[src/rtl/mod_counter_bcd.sv]
// Modulo-MODULUS up/down counter with clock enable, synchronous restart,
// a combinational terminal count for cascading, a registered wrap pulse,
// and a registered BCD copy of the count.
//
// The BCD image is a counter in its own right. It steps in lock step with q
// using per-digit carry and borrow, so no binary-to-BCD converter sits in the
// display path.
module mod_counter_bcd #(
  parameter int unsigned MODULUS   = 25,
  parameter int unsigned WIDTH     = 5,
  parameter int unsigned DIGITS    = 2,
  parameter int unsigned RESET_VAL = 24
) (
  input  logic                  ck,
  input  logic                  rs,
  input  logic                  en,
  input  logic                  up,
  input  logic                  restart,
  output logic [WIDTH-1:0]      q,
  output logic [4*DIGITS-1:0]   bcd,
  output logic                  tc,
  output logic                  wrap
);

  // Elaboration-time BCD encoding of a constant.
  function automatic logic [4*DIGITS-1:0] to_bcd(input int unsigned v);
    logic [4*DIGITS-1:0] r;
    int unsigned         t;
    r = '0;
    t = v;
    for (int i = 0; i < DIGITS; i++) begin
      r[4*i +: 4] = 4'(t % 10);
      t           = t / 10;
    end
    return r;
  endfunction

  localparam logic [WIDTH-1:0]    Q_MAX    = WIDTH'(MODULUS - 1);
  localparam logic [WIDTH-1:0]    Q_RST    = WIDTH'(RESET_VAL);
  localparam logic [4*DIGITS-1:0] BCD_MAX  = to_bcd(MODULUS - 1);
  localparam logic [4*DIGITS-1:0] BCD_RST  = to_bcd(RESET_VAL);
  localparam logic [4*DIGITS-1:0] BCD_ZERO = '0;

  logic                  at_max;
  logic                  at_zero;
  logic                  in_range;
  logic [4*DIGITS-1:0]   bcd_inc;
  logic [4*DIGITS-1:0]   bcd_dec;
  logic                  carry;
  logic                  borrow;

  // Boundary detection and the cascade terminal count. tc is not gated by restart.
  always_comb begin
    at_max   = (q == Q_MAX);
    at_zero  = (q == '0);
    in_range = (32'(q) < MODULUS);
    tc       = en & (up ? at_max : at_zero);
  end

  // Next BCD values for one step up and one step down, rippling digit by digit.
  always_comb begin
    bcd_inc = bcd;
    bcd_dec = bcd;
    carry   = 1'b1;
    borrow  = 1'b1;
    for (int i = 0; i < DIGITS; i++) begin
      if (carry) begin
        if (bcd[4*i +: 4] == 4'd9) begin
          bcd_inc[4*i +: 4] = 4'd0;
        end else begin
          bcd_inc[4*i +: 4] = bcd[4*i +: 4] + 4'd1;
          carry             = 1'b0;
        end
      end
      if (borrow) begin
        if (bcd[4*i +: 4] == 4'd0) begin
          bcd_dec[4*i +: 4] = 4'd9;
        end else begin
          bcd_dec[4*i +: 4] = bcd[4*i +: 4] - 4'd1;
          borrow            = 1'b0;
        end
      end
    end
  end

  // Count register, BCD image and wrap pulse. Priority is rs > restart > en > hold.
  always_ff @(posedge ck) begin
    if (rs) begin
      q    <= Q_RST;
      bcd  <= BCD_RST;
      wrap <= 1'b0;
    end else if (restart) begin
      q    <= Q_RST;
      bcd  <= BCD_RST;
      wrap <= 1'b0;
    end else if (en) begin
      if (!in_range) begin
        // Recovery from an illegal count, which normal operation never produces.
        q    <= Q_RST;
        bcd  <= BCD_RST;
        wrap <= 1'b0;
      end else if (up) begin
        if (at_max) begin
          q    <= '0;
          bcd  <= BCD_ZERO;
          wrap <= 1'b1;
        end else begin
          q    <= q + WIDTH'(1);
          bcd  <= bcd_inc;
          wrap <= 1'b0;
        end
      end else begin
        if (at_zero) begin
          q    <= Q_MAX;
          bcd  <= BCD_MAX;
          wrap <= 1'b1;
        end else begin
          q    <= q - WIDTH'(1);
          bcd  <= bcd_dec;
          wrap <= 1'b0;
        end
      end
    end else begin
      wrap <= 1'b0;
    end
  end

endmodule

[config.mk]
export PLATFORM = sky130hd
export DESIGN_NAME = mod_counter_bcd
export DESIGN_NICKNAME = d
export VERILOG_FILES = /design/src/rtl/mod_counter_bcd.sv
export SDC_FILE = /design/constraint.sdc
export NUM_CORES = 1
export LEC_CHECK = 0
export BUFFER_PORTS_ARGS = -buffer_cell sky130_fd_sc_hd__buf_2
export CAP_MARGIN = 30
export CORE_MARGIN = 3
export CORE_UTILIZATION = 55
export DETAILED_ROUTE_END_ITERATION = 8
export PLACE_DENSITY = 0.81
export SLEW_MARGIN = 0
export SYNTH_ARGS = -nofsm -noshare
export SYNTH_HDL_FRONTEND = slang
export SYNTH_SLANG_ARGS = --single-unit
[constraint.sdc]
create_clock -name ck -period 2.6 [get_ports ck]
set_input_delay 0 -clock ck [delete_from_list [all_inputs] [get_ports ck]]
set_output_delay 0 -clock ck [all_outputs]
set_load 0.02 [all_outputs]
==> results of run 1 <==
[area by class of cell]
class | instances | share of cell area
Clock buffer | 4 | 0.0288
Inverter | 10 | 0.0298
Multi-Input combinational cell | 107 | 0.607
Sequential cell | 14 | 0.222
Tap cell | 25 | 0.0248
Timing Repair Buffer | 21 | 0.0873
[state kept, by name, indices dropped and copies added, names as in the netlist]
signal,cells
bcd,8
wrap,1
q,5
[logic make-up (layout without fill, tap and decap cells)]
group	count (synthesis)	after routing	share of synthesized area
xor+xnor	5	5	0.0388
flops	14	14	0.248
mux	2	2	0.0200
simple gates	48	48	0.238
fa+ha+maj	9	9	0.0998
buf+inv	19	35	0.0732
compound gates	43	43	0.282
[through the flow]
step / total power, µW / util / worst slack [ns] / instances / cell area, µm²
after global placement: 375 / 0.666 / 0.635 / 177 / 1220
after global routing: 564 / 0.686 / 0.425 / 181 / 1260
after CTS: 538 / 0.686 / 0.554 / 181 / 1260
after detailed placement: 377 / 0.666 / 0.569 / 177 / 1220
after floorplan: 344 / - / 0.491 / 140 / 1130
final: 537 / 0.686 / 0.537 / 181 / 1260
[how the worst min path moves through the flow]
stage	slack, ns	depth (start not counted)	startpoint	end
3_3_place_gp	0.40	4	rs	bcd[4]
4_1_cts	0.11	3	en	bcd[4]
3_5_place_dp	0.41	3	en	bcd[4]
6_report	0.11	3	en	bcd[4]
5_1_grt	0.16	4	rs	bcd[4]
2_1_floorplan	0.19	1	en	tc
[worst min-delay path, delay by kind of cell]
| family | cells | cell delay, ns |
|---|---|---|
| AOI/OAI and AO/OA | 1 | 0.07 |
| buffers and inverters | 1 | 0.15 |
| and+or+nand+nor | 1 | 0.13 |
[metal layers]
metal / vias up / GRT usage / part of all wire
li1: 565 / - / -
met1: 502 / 0.317 / 0.47
met2: 45 / 0.352 / 0.45
met3: 7 / 0.0262 / 0.055
met4: 0 / 0.0786 / 0.020
met5: - / 0 / 0
[synth_stat cells (2+ instances only)]
master	n	share of area
a21oi_1	9	0.040
a221o_1	2	0.018
a22o_1	2	0.016
a41oi_1	3	0.023
clkbuf_1	6	0.020
dfxtp_1	14	0.25
ha_1	9	0.10
inv_1	10	0.033
mux2_2	2	0.020
nand2_1	9	0.030
nand3_1	5	0.022
nand4_1	2	0.011
nor2_1	8	0.027
nor3_1	7	0.031
nor3b_1	5	0.033
nor4b_1	2	0.016
o211ai_1	2	0.013
o21ai_0	3	0.013
o21bai_1	2	0.013
o22ai_1	2	0.011
o31ai_1	3	0.020
o32a_1	2	0.018
o32ai_1	2	0.016
or3_1	2	0.011
xnor2_1	3	0.023
xor2_1	2	0.016
[report_power, final]
group	internal (µW)	total, µW	switching, µW
sequential	223	240	17.1
clock	85.3	162	76.8
combinational	56.1	135	79.1
==> impl_metrics.toml, run 1 <==
[power]
peakVddDrop_mv = 0.265
p_per_area_mw_per_mm2 = 426
leakagePower_uw = 0.000522

[synthesis]
synth_edf_count = 0
ys_seq_elements = 14
syn-cell-area_mm2 = 0.00113
ys.flop_type = "dfxtp_1"
yosysSeqAreaShare = 0.248
synth_nets = 154
syn_avg_cell_area_um2 = 8.06
async_flop_share = 0
ys_types = 48
synthCells = 140
yosys_warnings = 0

[grt]
grt_pass1_vias = 949
antenna_found_initial = 0
grt_pass1_wl_um = 4510
grt_max_degree = 14
grt_util_all_layers = 0.225
overflow = 0

[layout]
n_antenna_cell = 0
syn2layout_area_growth_pct = 11.8
fin_nets = 171
drive_above_1_share = 0.205
multiInputGateArea_um2 = 766
mostFrequentLayoutCell = "buf_2"
seqCellArea_um2 = 280
layout_common_cells = "buf_2, dfxtp_1, inv_1"
fillers = 167

[worst_setup_path]
path_cells = "inv_1 > ha_1 > or4b_4 > and2_4 > a221o_1 > a22o_1"
cp.arrival_ns = 2.25
slowest_delay_ns = 0.52
worstSetupStartpointType = "flip-flop"
path_class = "flip-flop to flip-flop"
cp.required_ns = 2.79
reg2reg_from = "q[0]"
worst-path-stages = 6
startpoint = "q[0]"
endpoint_kind = "flip-flop"
rrSetupSlack_ns = 0.54
crit_family = "simple AND/OR/NAND/NOR gates"
r2r-end = "q[2]"
cp_slowest_cell = "or4b_4"
cp-endpoint = "q[2]"
crit_buf_inv = 1
r2r_cells = 6
crit_fanout = 7

[floorplanning]
start_util = 0.614
die_h_um = 51.3
rows = 15
fp.dieW_um = 51.3
pin_count = 20
core_region_area_mm2 = 0.00184
die_area_mm2 = 0.00263

[timing]
slew_violations = 0
min_period_ns = 2.06
worst_slew_margin_rel = 0.690
skew_ns = 0.00510
tightestPinTransition_ns = 0.464
holdWs_ns = 0.109
setup_viol = 0
hold_violations = 0
fin_crit_sh = 0.794
max_clock_freq_mhz = 485
tns_ns = 0
rsz0062_at_grt = "false"

[clocking]
htreeDepth = 1
clk_latency_ns = 0.29
cts_buffer_depth = 2
cts_hold_buf = 0
cts_buffers = 3
cts_post_setup_buffers_inserted = 0
cts.sinks = 14
cts-resized-gates = 0
cts_tree = "yes"
clk_pin_slew_ns = 0.09
clock-root-buffer = "clkbuf_4"

[detailed_routing]
vias_per_cell = 6.18
vias = 1119
drc = 0
firstDrtPassIters = 4
drtIter0Drc = 25
drt-wirelength-per-cell_um = 14.7
ant_nets = 0
wl_um = 2670

[status]
status = "completed"

[run]
maxCapViolCount = 0

[placement]
gp_congestion = 0.937
place.port_buffers = 19
place_hpwl_um = 2000

[hold_path]
hold_class = "input port to flip-flop"
(Power assumes the default switching activity.)
==> run 2: changes to the inputs <==
==> constraint.sdc (replaced) <==
create_clock -name ck -period 2.05 [get_ports ck]
set_input_delay 0 -clock ck [delete_from_list [all_inputs] [get_ports ck]]
set_output_delay 0 -clock ck [all_outputs]
set_load 0.02 [all_outputs]
==> impl_metrics.toml, run 2 (synthesized netlist as in run 1, its figures left out) <==
[status]
status = "completed"

[layout]
seqCellArea_um2 = 283
drive_above_1_share = 0.270
top_register = "bcd"
final_cells = 188
layout_common_cells = "buf_2, dfxtp_1, buf_4"
multiInputGateArea_um2 = 768
mostFrequentLayoutCell = "buf_2"
n_antenna_cell = 0
reg_top3 = "bcd: 8 flops, q: 5 flops, wrap: 1 flops"
fillers = 175
largest_register_ffs = 8
syn2layout_area_growth_pct = 16.5
fin_nets = 179

[floorplanning]
die_area_mm2 = 0.00263
start_util = 0.614
rows = 15
die_h_um = 51.3
core_region_area_mm2 = 0.00184
pin_count = 20
fp.dieW_um = 51.3

[worst_setup_path]
cp_slowest_cell = "or4b_4"
slowest_delay_ns = 0.49
crit_family = "simple AND/OR/NAND/NOR gates"
path_class = "flip-flop to flip-flop"
endpoint_kind = "flip-flop"
reg2reg_from = "q[0]"
crit_fanout = 7
cp.required_ns = 2.22
r2r_cells = 6
startpoint = "q[0]"
r2r-end = "q[2]"
rrSetupSlack_ns = 0.10
cp.arrival_ns = 2.12
crit_buf_inv = 1
path_cells = "inv_2 > ha_2 > or4b_4 > and2_4 > a221o_1 > a22o_1"
worstSetupStartpointType = "flip-flop"

[clocking]
clk_pin_slew_ns = 0.09
cts_tree = "yes"
clock-root-buffer = "clkbuf_4"
clk_latency_ns = 0.27
cts.sinks = 14
cts_hold_buf = 0
htreeDepth = 1
cts_buffers = 3
cts_buffer_depth = 2

[grt]
grt_pass1_wl_um = 5010
grt_pass1_vias = 1103
antenna_found_initial = 0
overflow = 0
grt_max_degree = 13
grt_util_all_layers = 0.245

[placement]
post-place-ws_ns = 0.0802
place_inst = 184
place_hpwl_um = 2190
gp_congestion = 0.924
place.port_buffers = 19

[power]
seqPwrFrac = 0.457
peakVddDrop_mv = 0.326
p_per_area_mw_per_mm2 = 493
power.switching_uw = 216
leakagePower_uw = 0.000553
clkPwrFrac = 0.242
swShare = 0.334
p_total_uw = 648
power_frac_comb = 0.301
internal_power_uw = 432

[detailed_routing]
vias = 1194
wirelength_met1_um = 1220
route.met3.wl_um = 254
vias_per_cell = 6.35
firstDrtPassIters = 4
highest-signal-layer = "met4"
wl_um = 2890
met2WireLength_um = 1390
drtIter0Drc = 48
ant_nets = 0
drc = 0
drt-wirelength-per-cell_um = 15.4

[timing]
tightestPinTransition_ns = 0.411
tns_ns = 0
hold_violations = 0
slew_violations = 0
layout_setup_ws_ns = 0.105
skew_ns = 0.00424
rsz0062_at_grt = "false"
holdWs_ns = 0.134
setup_viol = 0
max_clock_freq_mhz = 514
worst_slew_margin_rel = 0.725
min_period_ns = 1.95
fin_crit_sh = 0.949

[hold_path]
min-delay-start = "en"
hold_class = "input port to flip-flop"
whs_path_depth = 3
holdPathEnd = "bcd[4]"

[run]
maxCapViolCount = 0
==> run 2: cell types whose count changed in the layout (fill, tap and decap cells not counted), moves of 2 or more <==
cell,delta
buf_4,+9
dfxtp_2,+2
inv_1,-2
dfxtp_1,-2
inv_2,+2
==> run 2: layout make-up <==
class,count,area share
repair buffers,29,0.131
well taps,25,0.0238
multi-input cells,107,0.584
flip-flops and latches,14,0.215
inverters,10,0.0285
clock buffers,3,0.0171
==> run 2: worst reg2reg max path: stages (launching register included) <==
cell,delay [ns]
dfxtp_2,0.36
inv_2,0.08
ha_2,0.18
or4b_4,0.49
and2_4,0.21
a221o_1,0.34
a22o_1,0.19
==> run 2: worst max path at each step <==
stage / cells after the start / endpoint
after global placement: 6 / q[2]
after CTS: 7 / tc
after detailed placement: 6 / q[2]
after floorplan: 7 / q[2]
final: 6 / q[2]
after global routing: 6 / bcd[7]
==> run 2: repair_timing <==
action,4_1_cts,5_1_grt
setup buffers,0,1
endpoints found under the setup margin,0,3
resized for setup,0,3
==> run 2: power by group through the flow <==
stage	registers, µW	logic, µW	clock network [µW]
detailed placement	302	190	0
finish	296	195	157
global placement	300	186	0
global route	298	214	167
CTS	296	191	160
floorplan	316	121	0
==> run 2: metrics by stage <==
stage / area [µm²] / utilization
floorplan: 1130 / -
global placement: 1280 / 0.696
detailed placement: 1280 / 0.696
CTS: 1300 / 0.708
global route: 1320 / 0.715
finish: 1320 / 0.715
==> run 2: layer usage <==
| layer | vias to the layer above | GRT usage |
|---|---|---|
| li1 | 573 | - |
| met1 | 554 | 0.322 |
| met2 | 63 | 0.406 |
| met3 | 4 | 0.0408 |
| met4 | 0 | 0.0786 |
| met5 | - | 0 |
